[src/rtl/systolic_column_accumulator_if.sv]
// Partial-sum input stream, configuration and result handshake for one column accumulator.
interface systolic_column_accumulator_if #(
  parameter int unsigned FIXED_POINT_WIDTH    = 16,
  parameter int unsigned PARTIAL_SUM_WIDTH_IN = 17,
  parameter int unsigned TILE_COUNT_WIDTH     = 8
);
  logic                            start_in;
  logic [TILE_COUNT_WIDTH-1:0]     tile_count_in;
  logic [FIXED_POINT_WIDTH-1:0]    bias_in;
  logic [PARTIAL_SUM_WIDTH_IN-1:0] partial_sum_in;
  logic                            partial_sum_valid_in;
  logic                            partial_sum_ready_out;
  logic [FIXED_POINT_WIDTH-1:0]    result_out;
  logic                            result_valid_out;
  logic                            result_ready_in;
  logic                            overflow_out;
  logic                            busy_out;

  modport master (
    output start_in, tile_count_in, bias_in, partial_sum_in, partial_sum_valid_in, result_ready_in,
    input  partial_sum_ready_out, result_out, result_valid_out, overflow_out, busy_out
  );

  modport slave (
    input  start_in, tile_count_in, bias_in, partial_sum_in, partial_sum_valid_in, result_ready_in,
    output partial_sum_ready_out, result_out, result_valid_out, overflow_out, busy_out
  );
endinterface

[src/rtl/systolic_column_accumulator.sv]
// Accumulates K-tile partial sums of one systolic column onto a bias and emits a saturated Q result.
// Optional output ReLU enabled by defining SYSTOLIC_COLUMN_ACCUMULATOR_RELU_EN.
module systolic_column_accumulator #(
  parameter int unsigned FIXED_POINT_WIDTH    = 16,
  parameter int unsigned FIXED_POINT_POSITION = 10,
  parameter int unsigned PARTIAL_SUM_WIDTH_IN = 17,
  parameter int unsigned ACCUM_WIDTH          = 28,
  parameter int unsigned TILE_COUNT_WIDTH     = 8
) (
  input logic                          clk_in,
  input logic                          rst_in,
  systolic_column_accumulator_if.slave bus
);
  localparam int unsigned SEXT_PS  = ACCUM_WIDTH - PARTIAL_SUM_WIDTH_IN;
  localparam int unsigned SEXT_B   = ACCUM_WIDTH - FIXED_POINT_WIDTH;
  localparam int unsigned CNT_W    = TILE_COUNT_WIDTH + 1;
  localparam logic signed [ACCUM_WIDTH-1:0] SAT_MAX = {{(SEXT_B+1){1'b0}}, {(FIXED_POINT_WIDTH-1){1'b1}}};
  localparam logic signed [ACCUM_WIDTH-1:0] SAT_MIN = {{(SEXT_B+1){1'b1}}, {(FIXED_POINT_WIDTH-1){1'b0}}};

  if (ACCUM_WIDTH < PARTIAL_SUM_WIDTH_IN + TILE_COUNT_WIDTH + 1 || ACCUM_WIDTH <= FIXED_POINT_WIDTH) begin : g_bad_accum
    $error("ACCUM_WIDTH too narrow to accumulate without wrap");
  end
  if (FIXED_POINT_POSITION >= FIXED_POINT_WIDTH) begin : g_bad_fraction
    $error("FIXED_POINT_POSITION must be below FIXED_POINT_WIDTH");
  end

  typedef enum logic [1:0] {IDLE, ACCUM, OUTPUT} state_t;

  state_t                         state_q;
  logic signed [ACCUM_WIDTH-1:0]  acc_q;
  logic [TILE_COUNT_WIDTH-1:0]    count_q;
  logic [TILE_COUNT_WIDTH-1:0]    limit_q;
  logic [FIXED_POINT_WIDTH-1:0]   result_q;
  logic                           result_valid_q;
  logic                           overflow_q;
  logic                           psum_ready_q;
  logic                           busy_q;

  logic signed [ACCUM_WIDTH-1:0]  psum_ext_c;
  logic signed [ACCUM_WIDTH-1:0]  bias_ext_c;
  logic signed [ACCUM_WIDTH-1:0]  acc_sum_c;
  logic [TILE_COUNT_WIDTH-1:0]    limit_c;
  logic [FIXED_POINT_WIDTH-1:0]   sat_c;
  logic [FIXED_POINT_WIDTH-1:0]   final_c;
  logic                           sat_hit_c;
  logic                           last_beat_c;
  logic                           load_c;

  // Datapath: extension, running sum, single output saturation stage.
  always_comb begin
    psum_ext_c  = {{SEXT_PS{bus.partial_sum_in[PARTIAL_SUM_WIDTH_IN-1]}}, bus.partial_sum_in};
    bias_ext_c  = {{SEXT_B{bus.bias_in[FIXED_POINT_WIDTH-1]}}, bus.bias_in};
    acc_sum_c   = acc_q + psum_ext_c;
    limit_c     = (bus.tile_count_in == '0) ? TILE_COUNT_WIDTH'(1) : bus.tile_count_in;
    last_beat_c = ({1'b0, count_q} + CNT_W'(1)) == {1'b0, limit_q};
    sat_hit_c   = 1'b0;
    sat_c       = acc_sum_c[FIXED_POINT_WIDTH-1:0];
    if (acc_sum_c > SAT_MAX) begin
      sat_c     = {1'b0, {(FIXED_POINT_WIDTH-1){1'b1}}};
      sat_hit_c = 1'b1;
    end else if (acc_sum_c < SAT_MIN) begin
      sat_c     = {1'b1, {(FIXED_POINT_WIDTH-1){1'b0}}};
      sat_hit_c = 1'b1;
    end
`ifdef SYSTOLIC_COLUMN_ACCUMULATOR_RELU_EN
    final_c = sat_c[FIXED_POINT_WIDTH-1] ? '0 : sat_c;
`else
    final_c = sat_c;
`endif
    // A start is taken from IDLE, or from OUTPUT only when the result is handed off that cycle.
    load_c = bus.start_in && ((state_q == IDLE) || ((state_q == OUTPUT) && bus.result_ready_in));
  end

  always_ff @(posedge clk_in) begin
    if (rst_in) begin
      state_q        <= IDLE;
      acc_q          <= '0;
      count_q        <= '0;
      limit_q        <= '0;
      result_q       <= '0;
      result_valid_q <= 1'b0;
      overflow_q     <= 1'b0;
      psum_ready_q   <= 1'b0;
      busy_q         <= 1'b0;
    end else if (load_c) begin
      acc_q          <= bias_ext_c;
      limit_q        <= limit_c;
      count_q        <= '0;
      overflow_q     <= 1'b0;
      result_valid_q <= 1'b0;
      psum_ready_q   <= 1'b1;
      busy_q         <= 1'b1;
      state_q        <= ACCUM;
    end else begin
      case (state_q)
        ACCUM: begin
          if (bus.partial_sum_valid_in) begin
            acc_q   <= acc_sum_c;
            count_q <= count_q + TILE_COUNT_WIDTH'(1);
            if (last_beat_c) begin
              result_q       <= final_c;
              overflow_q     <= sat_hit_c;
              result_valid_q <= 1'b1;
              psum_ready_q   <= 1'b0;
              state_q        <= OUTPUT;
            end
          end
        end
        OUTPUT: begin
          if (bus.result_ready_in) begin
            result_valid_q <= 1'b0;
            busy_q         <= 1'b0;
            state_q        <= IDLE;
          end
        end
        default: state_q <= IDLE;
      endcase
    end
  end

  assign bus.result_out            = result_q;
  assign bus.result_valid_out      = result_valid_q;
  assign bus.overflow_out          = overflow_q;
  assign bus.partial_sum_ready_out = psum_ready_q;
  assign bus.busy_out              = busy_q;
endmodule
[src/flat_wrapper.sv]
// flat-port wrapper written by rule: the top's interface ports become plain ports
module systolic_column_accumulator_flat 
#(
  parameter int unsigned FIXED_POINT_WIDTH    = 16,
  parameter int unsigned FIXED_POINT_POSITION = 10,
  parameter int unsigned PARTIAL_SUM_WIDTH_IN = 17,
  parameter int unsigned ACCUM_WIDTH          = 28,
  parameter int unsigned TILE_COUNT_WIDTH     = 8
)
  (clk_in, rst_in, bus_start_in, bus_tile_count_in, bus_bias_in, bus_partial_sum_in, bus_partial_sum_valid_in, bus_result_ready_in, bus_partial_sum_ready_out, bus_result_out, bus_result_valid_out, bus_overflow_out, bus_busy_out);
  systolic_column_accumulator_if #(.FIXED_POINT_WIDTH(FIXED_POINT_WIDTH), .PARTIAL_SUM_WIDTH_IN(PARTIAL_SUM_WIDTH_IN), .TILE_COUNT_WIDTH(TILE_COUNT_WIDTH)) bus_i ();
  input logic clk_in;
  input logic rst_in;
  input wire logic [$bits(bus_i.start_in)-1:0] bus_start_in;
  input wire logic [$bits(bus_i.tile_count_in)-1:0] bus_tile_count_in;
  input wire logic [$bits(bus_i.bias_in)-1:0] bus_bias_in;
  input wire logic [$bits(bus_i.partial_sum_in)-1:0] bus_partial_sum_in;
  input wire logic [$bits(bus_i.partial_sum_valid_in)-1:0] bus_partial_sum_valid_in;
  input wire logic [$bits(bus_i.result_ready_in)-1:0] bus_result_ready_in;
  output wire logic [$bits(bus_i.partial_sum_ready_out)-1:0] bus_partial_sum_ready_out;
  output wire logic [$bits(bus_i.result_out)-1:0] bus_result_out;
  output wire logic [$bits(bus_i.result_valid_out)-1:0] bus_result_valid_out;
  output wire logic [$bits(bus_i.overflow_out)-1:0] bus_overflow_out;
  output wire logic [$bits(bus_i.busy_out)-1:0] bus_busy_out;
  assign bus_i.start_in = bus_start_in;
  assign bus_i.tile_count_in = bus_tile_count_in;
  assign bus_i.bias_in = bus_bias_in;
  assign bus_i.partial_sum_in = bus_partial_sum_in;
  assign bus_i.partial_sum_valid_in = bus_partial_sum_valid_in;
  assign bus_i.result_ready_in = bus_result_ready_in;
  assign bus_partial_sum_ready_out = bus_i.partial_sum_ready_out;
  assign bus_result_out = bus_i.result_out;
  assign bus_result_valid_out = bus_i.result_valid_out;
  assign bus_overflow_out = bus_i.overflow_out;
  assign bus_busy_out = bus_i.busy_out;
  systolic_column_accumulator #(.FIXED_POINT_WIDTH(FIXED_POINT_WIDTH), .FIXED_POINT_POSITION(FIXED_POINT_POSITION), .PARTIAL_SUM_WIDTH_IN(PARTIAL_SUM_WIDTH_IN), .ACCUM_WIDTH(ACCUM_WIDTH), .TILE_COUNT_WIDTH(TILE_COUNT_WIDTH)) u_core (.clk_in(clk_in), .rst_in(rst_in), .bus(bus_i));
endmodule
[config.mk]
export PLATFORM = sky130hd
export DESIGN_NAME = systolic_column_accumulator_flat
export DESIGN_NICKNAME = d
export VERILOG_FILES = /design/src/rtl/systolic_column_accumulator_if.sv /design/src/rtl/systolic_column_accumulator.sv /design/src/flat_wrapper.sv
export SDC_FILE = /design/constraint.sdc
export NUM_CORES = 1
export LEC_CHECK = 0
export ABC_AREA = 1
export CORE_MARGIN = 1
export CORE_UTILIZATION = 40
export CTS_BUF_LIST = sky130_fd_sc_hd__clkbuf_8
export DETAILED_ROUTE_END_ITERATION = 12
export PLACE_DENSITY = 0.7
export SLEW_MARGIN = 20
export SYNTH_ARGS = -nofsm -noshare
export SYNTH_HDL_FRONTEND = slang
export SYNTH_SLANG_ARGS = --single-unit
[constraint.sdc]
create_clock -name clk_in -period 3.8 [get_ports clk_in]
set_input_delay 0.76 -clock clk_in [delete_from_list [all_inputs] [get_ports clk_in]]
set_output_delay 0.76 -clock clk_in [all_outputs]
set_load 0.005 [all_outputs]
==> results_dict.tcl <==
set metrics [dict create \
    num_rows 40 \
    drv_slew 0 \
    worstMarginPinSlew_ps 684 \
    numCtsBuffers 9 \
    status "complete, no violations" \
    yosysTopAreaCell "dfxtp_1" \
    required_ps 4100 \
    antenna_found_initial 0 \
    worstSkewPairLatency_ps 370 \
    n_antenna_cell 0 \
    ios 66 \
    path_clk_slew_ps 70 \
    pwr_density_cell_mw_per_mm2 351 \
    period_share_pct 89.4 \
    syn2layout_area_growth_pct 20.6 \
    setup_viol 0 \
    place_hpwl_mm 10.9 \
    synth_top_area_share_pct 26.6 \
    fmax_mhz 294 \
    syn_nets 894 \
    synthCells 819 \
    ys_types 36 \
    start_util_pct 41.2 \
    path_max_fanout 16 \
    firstDrtPassIters 5 \
    final_cells 1054 \
    ctsResizeCount 0 \
    endpoint_kind "flip-flop" \
    hold_violations 0 \
    drv_cap 0 \
    whs_ps 470 \
    min_period_ps 3400 \
    drtAntennaViolNets 0 \
    grt_use_total_pct 23.9 \
    p_leak_nw 2.86 \
    power_mw 2.10 \
    core_mm2 0.0121 \
    arrival_ps 3690 \
    ctsHoldBuffers 0 \
    die_w_um 113 \
    io_buffer_count 65 \
    rsz0062_at_grt "false" \
    yosysSeqAreaShare_pct 26.6 \
    worstSetupPathType "in -> reg" \
    fin_util_pct 49.7 \
    yosysWarnings 0 \
    maxSlewHeadroom_pct 54.3 \
    drc 0 \
    post-cts-setup-buffers 0 \
    dp_cells 1039 \
    fin_setup_tns_ps 0 \
    die_area_mm2 0.0129 \
    synth_seq_cells 66 \
    syn_avg_cell_area_um2 6.06 \
    gp_congestion 0.976 \
    vias 5237 \
    synth_area_leaders "dfxtp_1, nand2_1, inv_1" \
    hold_class "reg -> reg" \
    fillers 1238 \
    routedWlPerCell_um 13.4 \
    drt_iter0_drc 360 \
    gr-total-overflow 0 \
    clockRootBuffer "clkbuf_8" \
    ir_drop_v 0.000187 \
    nets 957 \
    drive_gt1_share_pct 5.64 \
    via_per_inst 4.97 \
    startpoint_type "primary input" \
    htreeDepth 3 \
    fin_worst_skew_ps 17.1 \
    clock_sinks 66 \
    grt_max_degree 42 \
    netlist_area_mm2 0.00496 \
    finalWirelength_mm 14.1 \
    grt_pass1_vias 5002 \
    clockBufferDepth 2 \
    cts_tree "yes" \
    die_h_um 113 \
    grt_pass1_wl_mm 24.1 \
]
## flip-flops by register name, summed over array words and instances (netlist names)
register and flops:
u_core.acc_q 28, u_core.bus.busy_out 1, u_core.bus.overflow_out 1, u_core.bus.partial_sum_ready_out 1
u_core.bus.result_out 16, u_core.bus.result_valid_out 1, u_core.count_q 8, u_core.limit_q 8
u_core.state_q 2
## per-layer routing
metal,up-vias,routed length [um],global-route usage (%),share of wire (%)
li1,2735,-,-,-
met1,2334,7040,32.4,50
met2,144,5970,37.3,42
met3,24,807,4.99,5.7
met4,0,329,8.60,2.3
met5,-,0,0,0
## placed cells by master (no fill, tap or decap), drive strengths merged
cell type      count
a211oi             1
a21oi             50
a22oi              1
a31oi             29
and2               1
buf                6
bufinv             1
clkbuf            10
clkdlybuf4s50     65
clkinv             3
dfxtp             66
fa                 1
ha                28
inv              120
nand2            318
nand3             41
nand3b             4
nand4             13
nor2              61
nor3               5
nor4               2
o211ai             1
o21ai             32
o21bai             3
xnor2              8
xor2              16
## worst max-delay path: stages
cell and delay (ps):
clkdlybuf4s50_1 430, ha_1 270, fa_1 460, nand3_1 100, nand3_1 170, nand2_1 110
nand2_1 100, nand2_1 110, nand2_1 80, nand2_1 100, nand2_1 100, nor2_1 120
nand3_1 80, nor2_1 100, nand2_1 70, nand2_2 240, nand2_1 140, a21oi_2 150
## synth_stat cells, drive strengths merged
cell,instances
ha,28
inv,119
xnor2,8
a211oi,1
o211ai,1
nand2,318
nand3b,4
and2,1
clkbuf,15
xor2,16
nor4,2
o21ai,32
nor2,61
dfxtp,66
nand4,13
buf,4
fa,1
a31oi,29
nor3,5
a22oi,1
o21bai,3
a21oi,50
nand3,41
## power breakdown
group          switching [mW]  internal, mW
combinational           0.476         0.255
sequential             0.0268         0.738
clock                   0.289         0.316
total                   0.791          1.31
## cells by family after synthesis
logic type	after synthesis	share of synthesized area, %
AND/OR/NAND/NOR	445	36.9
flip-flops	66	26.6
XOR/XNOR	24	4.23
AO/OA/AOI/OAI	117	14.0
adder cells (fa/ha/maj)	29	7.46
buffers and inverters	138	10.8
## worst paths after layout
check	from	end	slack, ps	cells after the start
hold / removal	u_core.limit_q[3]	u_core.limit_q[3]	470	2
hold reg to reg	u_core.limit_q[3]	u_core.limit_q[3]	470	2
setup reg to reg	u_core.acc_q[0]	u_core.bus.result_out[8]	960	17
setup / recovery	bus_partial_sum_in[0]	u_core.bus.result_out[8]	400	18
## final cells by class
| class | count | area (um2) | area share (%) |
|---|---|---|---|
| multi-input combinational | 615 | 3110 | 51.9 |
| clock buffer | 10 | 138 | 2.30 |
| inverter | 119 | 447 | 7.46 |
| tap | 168 | 210 | 3.51 |
| clock inverter | 5 | 56.3 | 0.940 |
| timing repair buffer | 71 | 708 | 11.8 |
| sequential | 66 | 1320 | 22.1 |
## metrics by stage
stage          area, um2  setup slack (ps)
2_1_floorplan       4960               923
3_3_place_gp        5800              81.1
3_5_place_dp        5800              88.7
4_1_cts             5990               434
5_1_grt             5990               199
6_report            5990               404
Note: power is estimated with default switching activity, not from simulation.
==> patch 1 (same flow settings) <==
`ACCUM_WIDTH` is set to 28 in 2 places; all go to 56.
--- a/src/rtl/systolic_column_accumulator.sv
+++ b/src/rtl/systolic_column_accumulator.sv
@@ -4,7 +4,7 @@
   parameter int unsigned FIXED_POINT_WIDTH    = 16,
   parameter int unsigned FIXED_POINT_POSITION = 10,
   parameter int unsigned PARTIAL_SUM_WIDTH_IN = 17,
-  parameter int unsigned ACCUM_WIDTH          = 28,
+  parameter int unsigned ACCUM_WIDTH          = 56,
   parameter int unsigned TILE_COUNT_WIDTH     = 8
 ) (
   input logic                          clk_in,
--- a/src/flat_wrapper.sv
+++ b/src/flat_wrapper.sv
@@ -4,7 +4,7 @@
   parameter int unsigned FIXED_POINT_WIDTH    = 16,
   parameter int unsigned FIXED_POINT_POSITION = 10,
   parameter int unsigned PARTIAL_SUM_WIDTH_IN = 17,
-  parameter int unsigned ACCUM_WIDTH          = 28,
+  parameter int unsigned ACCUM_WIDTH          = 56,
   parameter int unsigned TILE_COUNT_WIDTH     = 8
 )
   (clk_in, rst_in, bus_start_in, bus_tile_count_in, bus_bias_in, bus_partial_sum_in, bus_partial_sum_valid_in, bus_result_ready_in, bus_partial_sum_ready_out, bus_result_out, bus_result_valid_out, bus_overflow_out, bus_busy_out);
Formal check against the unedited RTL: no difference found for any inputs over 4 cycles, from zero or initial values and one cycle with rst_in high; that may be too few to reach the edited logic, so the function may still have changed.
==> patch 1 against the unedited design <==
- power up 76%
- critical endpoint is now u_core.bus.result_out[3]
- register-to-register slack worse by 0.31 ns
- wire length up 130%
- critical path type unchanged
- global-route usage up 4.0 points
- hold slack better by 0.0059 ns
- synthesized area up 87%
- sequential cell count up 28
- first-iteration DRC count up 140%
- worst setup slack worse by 0.18 ns
- cell area up 89%
- count of clock-buffer cells in the layout down 1
- highest routed layer unchanged
==> patch 1: results (changes against the unedited design) <==
stage,metric,value,unit,change
status,status,finished clean,,unchanged
sta,finClkSkew,0.01904,ns,was 0.01708 ns
critical_path,cpLargestDelayFamily,simple AND/OR/NAND/NOR gates,,unchanged
critical_path,critPathMaxFanout,15,,was 16
routing,vias,10660,,was 5237
critical_path,cpMaxStageDelayCell,clkdlybuf4s50_1,,was fa_1
yosys,synthTopCellsByCount,"nand2_1 (665), inv_1 (294), nor2_1 (134), dfxtp_1 (94), a21oi_1 (84)",,"was nand2_1 (314), inv_1 (115), dfxtp_1 (66), nor2_1 (56), nand3_1 (40)"
placed_design,gp_congestion,1.054,,was 0.9756
grt,grt_max_degree,45,,was 42
placed_design,hpwlAfterDp,26.67,mm,was 10.93 mm
critical_path,max_stage_delay,0.41,ns,was 0.46 ns
cts,clk_latency,0.40,ns,was 0.37 ns
yosys,synth-main-ff-cell,dfxtp_1,,unchanged
grt,grt_pass1_vias,10200,,was 5002
finish,drive_gt1_share,11.95,%,was 5.643%
sta,report.final.hold_viol_count,0,,unchanged
yosys,muxShareOfSynthArea,0,%,unchanged
placed_design,post_dp_cell_area,0.01109,mm2,was 0.005796 mm2
cts,clk_pin_slew_worst_paths,0.10,ns,was 0.07 ns
grt,antenna_found_initial,0,,unchanged
pwr,p_leak,6.134,nW,was 2.855 nW
hold_path,hold_class,register to register,,unchanged
sta,maxSlewHeadroom,45.23,%,was 54.28%
grt,grt_util_all_layers,27.82,%,was 23.86%
grt,grt_pass1_wl,52.13,mm,was 24.06 mm
cts,clk_path_buf_depth,2,,unchanged
yosys,async_flop_share,0,%,unchanged
yosys,synthAdderAreaFrac,7.742,%,was 7.460%
yosys,synth_compound_area_share,12.06,%,was 13.96%
pwr,p_int,2.032,mW,was 1.308 mW
cts,postCtsSetupBuffers,0,,unchanged
cts,cts_root_buf,clkbuf_8,,unchanged
finish,antennaDiodeCount,0,,unchanged
yosys,syn_nets,1788,,was 894
routing,detail_route.wl_per_cell,15.23,um,was 13.42 um
cts,htreeDepth,3,,unchanged
yosys,yosysUniqueCellTypes,42,,was 36
cts,cts_resized,0,,unchanged
routing,drt-initial-drc-count,847,,was 360
yosys,yosysWarningCount,0,,unchanged
routing,drt-pass1-iter-count,5,,unchanged
finish,top_register,u_core.acc_q,,unchanged
finish,largest_register_ffs,56,,was 28
critical_path,crit_arrival,3.86,ns,was 3.69 ns
yosys,yosysSeqAreaShare,20.22,%,was 26.61%
yosys,synth_xor_area_share,2.715,%,was 4.234%
finish,nNetsFinal,1948,,was 957
cts,numCtsBuffers,9,,unchanged
pwr,vdd_ir_drop_max,0.2383,mV,was 0.1873 mV
yosys,yosys-top-cells-area,"nand2_1 (27%), dfxtp_1 (20%), inv_1 (12%)",,"was dfxtp_1 (27%), nand2_1 (24%), inv_1 (8.7%)"
## patch 1: cell type report
class,count,area [um2]
fillers,2452,11400
inverters,307,1152
repair buffers,181,1567
clock inverters,7,62.56
clock buffers,9,123.9
flip-flops and latches,94,1882
well taps,285,356.6
multi-input cells,1252,6163
## patch 1: cell families (layout without fill, tap and decap cells)
| family | Yosys count | count (layout) |
|---|---|---|
| buffers and inverters | 339 | 504 |
| adder cells (fa/ha/maj) | 57 | 57 |
| XOR/XNOR | 28 | 28 |
| AO/OA/AOI/OAI | 199 | 199 |
| AND/OR/NAND/NOR | 968 | 968 |
| flip-flops | 94 | 94 |
## patch 1: routing by layer
layer / global-route usage [%] / wire [um] / up-vias
met1: 36.59 / 14900 / 4772
met3: 3.642 / 1993 / 53
met4: 9.147 / 905 / 0
met2: 46.84 / 14710 / 318
met5: 0 / 0 / -
li1: - / - / 5520
## patch 1: power groups by stage
stage	Sequential (mW)	Clock [mW]	Combinational [mW]
4_1_cts	1.11	0.724	1.86
3_5_place_dp	1.13	0	1.84
6_report	1.11	0.708	1.88
5_1_grt	1.12	0.779	2.08
3_3_place_gp	1.13	0	1.83
2_1_floorplan	1.12	0	1.13
## patch 1: through the flow
stage,setup TNS (ns),worst slack (ns),instances
final,0,0.2257,2135
after global routing,0,0.04405,2135
after CTS,0,0.3026,2135
after detailed placement,-1.399,-0.1077,2119
after global placement,-1.527,-0.1067,2119
after floorplan,0,0.6978,1685
## patch 1: final timing paths
path	start	endpoint	slack, ns	cells after the start
setup / recovery	bus_partial_sum_in[11]	u_core.bus.result_out[3]	0.23	20
hold / removal	u_core.bus.busy_out	u_core.bus.busy_out	0.48	2
setup reg to reg	u_core.acc_q[11]	u_core.bus.result_out[3]	0.65	19
hold reg to reg	u_core.bus.busy_out	u_core.bus.busy_out	0.48	2
==> patch 2 (same flow settings) <==
Without the edit above. Re-encode `state_t` (3 states) as one-hot, 3 bits wide.
--- a/src/rtl/systolic_column_accumulator.sv
+++ b/src/rtl/systolic_column_accumulator.sv
@@ -24,7 +24,7 @@
     $error("FIXED_POINT_POSITION must be below FIXED_POINT_WIDTH");
   end
 
-  typedef enum logic [1:0] {IDLE, ACCUM, OUTPUT} state_t;
+  typedef enum logic [2:0] {IDLE = 3'b001, ACCUM = 3'b010, OUTPUT = 3'b100} state_t;
 
   state_t                         state_q;
   logic signed [ACCUM_WIDTH-1:0]  acc_q;
Check against the original RTL: no difference found for any inputs over 4 cycles, from zero or initial values and one cycle with rst_in high; so few cycles prove little.
==> patch 2 against the unedited design <==
- synthesized area up 0.73%
- count of clock-buffer cells in the layout stayed put
- die area rose by 0.72%
- hold slack worse by 0.0029 ns
- register-to-register slack improved by 0.18 ns
- wire length is 1.2% lower
- clock power down 6.9%
- cell area rose by 0.84%
- worst setup slack gained 0.17 ns
- sequential cell count up 1
- utilization rose by 0.21 points
- critical path depth did not move
- power fell by 8.5%
- critical path type unchanged
- critical endpoint is now u_core.bus.result_out[2]
- highest routed layer unchanged
==> patch 2: results (changes against the unedited design) <==
stage,metric,value,unit,change
status,status,finished clean,,unchanged
sta,finClkSkew,0.01150,ns,was 0.01708 ns
hold_path,whs_endpoint,u_core.bus.busy_out,,was u_core.limit_q[3]
critical_path,crit_arrival,3.54,ns,was 3.69 ns
grt,use_met3,3.560,%,was 4.995%
routing,detail_route.wl_per_cell,13.39,um,was 13.42 um
finish,final_cells,1044,,was 1054
yosys,yosys-top-cells-area,"dfxtp_1 (27%), nand2_1 (18%), inv_1 (7.5%)",,"was dfxtp_1 (27%), nand2_1 (24%), inv_1 (8.7%)"
yosys,avgSynthCellArea,6.212,um2,was 6.062 um2
hold_path,holdCritStartpoint,u_core.bus.busy_out,,was u_core.limit_q[3]
routing,route.met3.wl,760,um,was 807 um
yosys,yosysUniqueCellTypes,43,,was 36
critical_path,r2r-end,u_core.bus.result_out[14],,was u_core.bus.result_out[8]
yosys,synthTopCellsByCount,"nand2_1 (241), inv_1 (100), nor2_1 (94), dfxtp_1 (67), a21oi_1 (46)",,"was nand2_1 (314), inv_1 (115), dfxtp_1 (66), nor2_1 (56), nand3_1 (40)"
placed_design,gp_congestion,0.9236,,was 0.9756
pwr,p_int,1.216,mW,was 1.308 mW
finish,nNetsFinal,947,,was 957
pwr,comb_power,599,uW,was 730 uW
pwr,p_clk,563,uW,was 605 uW
grt,met2_usage,35.53,%,was 37.30%
routing,viasPerCell,4.969,,about the same
pwr,vdd_ir_drop_max,0.2321,mV,was 0.1873 mV
pwr,p_seq,759,uW,was 764 uW
placed_design,post_dp_cell_area,0.005864,mm2,was 0.005796 mm2
critical_path,worstSetupEndpoint,u_core.bus.result_out[2],,was u_core.bus.result_out[8]
grt,met1_usage,31.98,%,was 32.45%
grt,grt_pass1_vias,4904,,was 5002
grt,grt_pass1_wl,23.57,mm,was 24.06 mm
sta,holdWs,0.4671,ns,was 0.4699 ns
finish,drive_gt1_share,9.247,%,was 5.643%
critical_path,r2r_cells,18,,was 17
critical_path,rrSetupSlack,1.14,ns,was 0.96 ns
==> patch 2: changes by cell type in the layout (fill, tap and decap cells not counted), moves of 9 or more <==
cell and delta:
o21ai_0 +10, nand3_1 -9, nor2_1 +38, nand2_1 -73, or2_2 +11, inv_1 -16
==> patch 2: final cells by class <==
type | instances | area [um2] | area share, %
Clock inverter | 5 | 37.54 | 0.6215
Timing Repair Buffer | 76 | 745.7 | 12.35
Clock buffer | 10 | 137.6 | 2.279
Inverter | 110 | 412.9 | 6.837
Sequential cell | 67 | 1341 | 22.21
Multi-Input combinational cell | 608 | 3154 | 52.23
Tap cell | 168 | 210.2 | 3.480
==> patch 2: cells by family (layout without fill, tap and decap cells) <==
group	after synthesis	after routing	share of synthesized area (%)
adders and majority gates	29	29	7.406
buffers and inverters	130	201	10.16
AOI/OAI and AO/OA	123	123	14.26
xor gates and xnor gates	22	22	4.228
and+or+nand+nor	434	434	37.13
DFF	67	67	26.82
